--- config.mk ---
export PLATFORM = sky130hd
export DESIGN_NAME = bcd_down_timer
export DESIGN_NICKNAME = d
export VERILOG_FILES = /design/src/rtl/bcd_pkg.sv /design/src/rtl/bcd_digit_dec.sv /design/src/rtl/bcd_down_timer.sv
export SDC_FILE = /design/constraint.sdc
export NUM_CORES = 1
export LEC_CHECK = 0
export ABC_AREA = 1
export CAP_MARGIN = 20
export CORE_MARGIN = 4
export CORE_UTILIZATION = 47
export DETAILED_ROUTE_END_ITERATION = 10
export PLACE_DENSITY = 0.85
export SLEW_MARGIN = 20
export SYNTH_ARGS = -nofsm -noshare
export SYNTH_HDL_FRONTEND = slang
export SYNTH_SLANG_ARGS = --single-unit
--- constraint.sdc ---
create_clock -name clk -period 4.2 [get_ports clk]
set_input_delay 0.42 -clock clk [delete_from_list [all_inputs] [get_ports clk]]
set_output_delay 0.42 -clock clk [all_outputs]
set_load 0.005 [all_outputs]
--- src/rtl/bcd_pkg.sv ---
// Shared definitions for the BCD countdown timer.
//   BCD_W / BCD_MAX : width of one BCD digit and its largest legal value
//   bcd_t           : one packed BCD digit
//   tmr_state_t     : timer FSM states (IDLE, RUN, HOLD)
//   is_bcd()        : 1 when a nibble is a legal BCD digit (0..9)
package bcd_pkg;

  localparam int         BCD_W   = 4;
  localparam logic [3:0] BCD_MAX = 4'd9;

  typedef logic [BCD_W-1:0] bcd_t;

  typedef enum logic [1:0] {
    IDLE = 2'd0,
    RUN  = 2'd1,
    HOLD = 2'd2
  } tmr_state_t;

  function automatic logic is_bcd(bcd_t d);
    return (d <= BCD_MAX);
  endfunction

endpackage

--- src/rtl/bcd_digit_dec.sv ---
// Combinational single-digit BCD decrement stage.
//   d          : current digit (0..9)
//   borrow_in  : 1 = subtract one from this digit
//   d_next     : resulting digit
//   borrow_out : 1 when this digit wrapped 0 -> 9 and the next digit must be decremented
module bcd_digit_dec
  import bcd_pkg::*;
(
  input  logic [3:0] d,
  input  logic       borrow_in,
  output logic [3:0] d_next,
  output logic       borrow_out
);

  always_comb begin
    d_next     = d;
    borrow_out = 1'b0;
    if (borrow_in) begin
      if (d == 4'd0) begin
        d_next     = BCD_MAX;
        borrow_out = 1'b1;
      end else begin
        d_next = d - 4'd1;
      end
    end
  end

endmodule

--- src/rtl/bcd_down_timer.sv ---
// Multi-digit BCD countdown timer. Loads a packed BCD preset, then decrements
// once per prescaled tick until zero, pulsing done on arrival.
//   clk, reset : rising-edge clock, asynchronous active-high reset
//   load       : load load_val (highest priority; rejected if any digit > 9)
//   load_val   : packed BCD preset, digit 0 in bits [3:0]
//   start      : begin counting from IDLE (q != 0) or resume from HOLD
//   pause      : freeze counting while in RUN
//   q          : registered packed BCD count
//   running    : 1 while in RUN
//   zero       : q == 0
//   done       : one-cycle pulse in the cycle q first shows 0 after a run
//   load_err   : one-cycle pulse after a rejected load
//   state_dbg  : current FSM state encoding (IDLE=0, RUN=1, HOLD=2)
//
// Control inputs are level-sampled on every rising edge; there is no
// handshake, a command takes effect on the edge at which it is seen high.
module bcd_down_timer
  import bcd_pkg::*;
#(
  parameter int DIGITS   = 2,
  parameter int PRESCALE = 1
) (
  input  logic                clk,
  input  logic                reset,
  input  logic                load,
  input  logic [4*DIGITS-1:0] load_val,
  input  logic                start,
  input  logic                pause,
  output logic [4*DIGITS-1:0] q,
  output logic                running,
  output logic                zero,
  output logic                done,
  output logic                load_err,
  output logic [1:0]          state_dbg
);

  localparam int             QW      = 4 * DIGITS;
  localparam int             PW      = $clog2(PRESCALE) + 1;
  localparam logic [PW-1:0]  PS_LAST = PW'(PRESCALE - 1);

  tmr_state_t    state, state_next;
  logic [PW-1:0] presc, presc_next;
  logic [QW-1:0] q_next, q_dec;
  logic          done_next, load_err_next;
  logic          load_ok;
  logic          tick;
  logic [DIGITS:0] borrow;

  // Borrow chain LSD -> MSD; the LSD always receives a borrow so q_dec is q-1.
  // A borrow out of the MSD means q was already zero, which blocks any wrap.
  assign borrow[0] = 1'b1;

  for (genvar i = 0; i < DIGITS; i++) begin : g_dig
    bcd_digit_dec u_dec (
      .d          (q[i*4 +: 4]),
      .borrow_in  (borrow[i]),
      .d_next     (q_dec[i*4 +: 4]),
      .borrow_out (borrow[i+1])
    );
  end

  always_comb begin
    load_ok = 1'b1;
    for (int i = 0; i < DIGITS; i++) begin
      if (!is_bcd(load_val[i*4 +: 4])) load_ok = 1'b0;
    end
  end

  assign tick      = (presc == PS_LAST);
  assign zero      = (q == '0);
  assign running   = (state == RUN);
  assign state_dbg = state;

  always_comb begin
    state_next    = state;
    q_next        = q;
    presc_next    = presc;
    done_next     = 1'b0;
    load_err_next = 1'b0;

    if (load) begin
      // A rejected load still wins the edge: nothing else moves this cycle.
      if (load_ok) begin
        q_next     = load_val;
        presc_next = '0;
        state_next = IDLE;
      end else begin
        load_err_next = 1'b1;
      end
    end else begin
      case (state)
        IDLE: begin
          if (start && !zero) begin
            state_next = RUN;
            presc_next = '0;
          end
        end
        RUN: begin
          if (pause) begin
            state_next = HOLD;
          end else if (tick) begin
            presc_next = '0;
            if (!borrow[DIGITS]) begin
              q_next = q_dec;
              if (q_dec == '0) begin
                state_next = IDLE;
                done_next  = 1'b1;
              end
            end
          end else begin
            presc_next = presc + PW'(1);
          end
        end
        HOLD: begin
          // Prescaler is retained so a resumed run keeps its phase.
          if (start && !zero) state_next = RUN;
        end
        default: state_next = IDLE;
      endcase
    end
  end

  always_ff @(posedge clk or posedge reset) begin
    if (reset) begin
      state    <= IDLE;
      q        <= '0;
      presc    <= '0;
      done     <= 1'b0;
      load_err <= 1'b0;
    end else begin
      state    <= state_next;
      q        <= q_next;
      presc    <= presc_next;
      done     <= done_next;
      load_err <= load_err_next;
    end
  end

endmodule

==> results.yml <==
run_status:
  run_status: "finished clean"
global_route:
  antenna_found_initial: 0
  grt_pass1_vias: 806
  grt_pass1_wl_um: 3436
  grt_max_degree: 13
  overflow: 0
  track_usage: 0.1808
synthesis:
  synth_area_leaders: "dfrtp_1 (38%), nand2_1 (14%), inv_1 (5.3%)"
  syn_nets: 119
  synth_most_common_cell: "nand2_1"
  avgSynthCellArea_um2: 7.389
  syn_inst: 106
  synthArstFlopShare: 1.000
  ys_ff_latch: 12
  ys_seq_area_frac: 0.3834
  ys_types: 30
  synth_commonest_cells: "nand2_1 (29), dfrtp_1 (12), inv_1 (11)"
  yosysWarnings: 0
  synth_top_area_frac: 0.3834
  synth_edf_count: 0
  synth_flop_cell: "dfrtp_1"
  synthesis.area_um2: 783.3
  synth_top_area_cell: "dfrtp_1"
route:
  wl_per_cell_um: 13.64
  first_pass_iters: 5
  drc_errors: 0
  num_vias: 830
  antenna_left: 0
  via_per_inst: 5.570
  wl_um: 2033
  drtIter0Drc: 21
cts:
  path_clk_slew_ps: 70
  root_buffer: "clkbuf_4"
  htreeDepth: 1
  cts_buffer_depth: 2
  post_cts.repair.setup_buffers: 0
  cts_hold_buf: 0
  cts-resized-gates: 0
  cts_tree: "built"
  cts.sinks: 12
  clk_latency_ps: 280
  numCtsBuffers: 3
floorplan:
  die_h_um: 48.82
  core.rowCount: 14
  ios: 27
  dieArea_mm2: 0.002383
  core_mm2: 0.001541
  initial_utilization: 0.5081
  die-width_um: 48.82
sta:
  drv_slew: 0
  fmax_mhz: 456.3
  finClkSkew_ps: 2.815
  worst_pin_slew_ps: 476.1
  finalHoldViolations: 0
  fin_tns_setup_ps: 0
  setup_viol: 0
  rsz0062_at_grt: "false"
  timing.final.crit_share: 0.5218
  min_period_ps: 2192
  slew_headroom: 0.6822
setup_path:
  arrival_ps: 1770
  max_stage_delay_ps: 500
  rr_worst_depth: 10
  critPathTopFamily: "simple AND/OR/NAND/NOR gates"
  timing.rr.start: "q[0]"
  r2r_end: "state_dbg[1]"
  end_kind: "output port"
  crit_chain: "nor2_1 > nand2_2 > nor2_4 > clkdlybuf4s50_1"
  crit_type: "reg -> out"
  crit_path_max_fanout: 7
  cp_num_buf_inv: 1
  rrSetupSlack_ps: 2550
  crit_path_top_delay_cell: "clkdlybuf4s50_1"
  cp-start-kind: "flop"
  crit_required_ps: 3780
placed_design:
  routabilityCongestion: 0.8519
  io_buffers: 26
  hpwl_um: 1657
  dpl_cell_area_mm2: 0.001047
run:
  maxCapViolCount: 0
power_and_ir_drop:
  power_density_mw_per_mm2: 587.8
  total_power_mw: 0.6288
  leakage_nw: 0.4866
  ir_drop_v: 0.0003602
cells_and_area:
  n_antenna_cell: 0
  drive_gt1_frac: 0.1203
  area_delta_synth_final_pct: 36.58
  final_net_count: 148
  design_area_mm2: 0.001070
min_path:
  min-delay-path-class: "in -> async"
routing by layer:
metal | wire [um] | GRT usage
met5 | 0 | 0
met4 | 34 | 0.08072
met3 | 107 | 0.02752
met2 | 1080 | 0.3196
met1 | 811 | 0.2119
area by class of cell:
class / instances / area, um^2
multi-input cells: 79 / 415.4
well taps: 16 / 20.02
repair buffers: 26 / 260.3
clock buffers: 3 / 22.52
inverters: 13 / 51.30
flip-flops and latches: 12 / 300.3
fillers: 129 / 471.7
cell families (layout without fill, tap and decap cells):
group	count (synthesis)	after routing	synth area share
buffers and inverters	15	42	0.08626
DFF	12	12	0.3834
AOI/OAI and AO/OA	21	21	0.1693
and+or+nand+nor	58	58	0.3610
flip-flops by register name, indices dropped and copies added (netlist names):
signal	flops
q	8
state_dbg	2
load_err	1
done	1
placed cells by master, fill, tap and decap left out:
master and instances:
nor2_1 10, and2_1 1, nor2_2 2, o31ai_1 1, nand2_4 1, a21oi_2 2
nor3_4 1, nor4_1 1, inv_2 1, a31oi_1 1, o21a_1 1, nand2_1 29
or2_1 1, dfrtp_1 12, or2_4 1, o22ai_1 2, inv_4 1, nand3_1 4
nor2_4 1, o21ai_1 5, inv_1 11, nand3b_1 1, o21ai_0 5, nor3_1 1
nand2_2 2, a21oi_4 1, nand4_1 2, a21oi_1 3, clkbuf_4 3, clkdlybuf4s50_1 26
report_power, final:
group	internal [mW]	switching [mW]	total, mW
sequential	0.161	0.0543	0.215
clock	0.0333	0.0382	0.0715
combinational	0.171	0.172	0.342
worst max-delay path by stage:
stage | startpoint | to | slack (ps) | cells past startpoint
3_3_place_gp | load | q[0] | 2180 | 8
5_1_grt | q[0] | zero | 1920 | 4
4_1_cts | q[0] | zero | 2000 | 4
6_report | q[0] | zero | 2010 | 4
2_1_floorplan | q[0] | q[0] | 2760 | 10
3_5_place_dp | load | q[3] | 2170 | 8
metrics by stage:
step	utilization	setup WS [ps]	hold slack (ps)	cells
5_1_grt	0.6940	1924	499.1	149
6_report	0.6940	2008	447.6	149
2_1_floorplan	-	2763	284.7	106
3_3_place_gp	0.6794	2180	488.3	146
4_1_cts	0.6940	2004	476.2	149
3_5_place_dp	0.6794	2169	521.7	146
No activity file was read; power rests on OpenSTA's default activity.
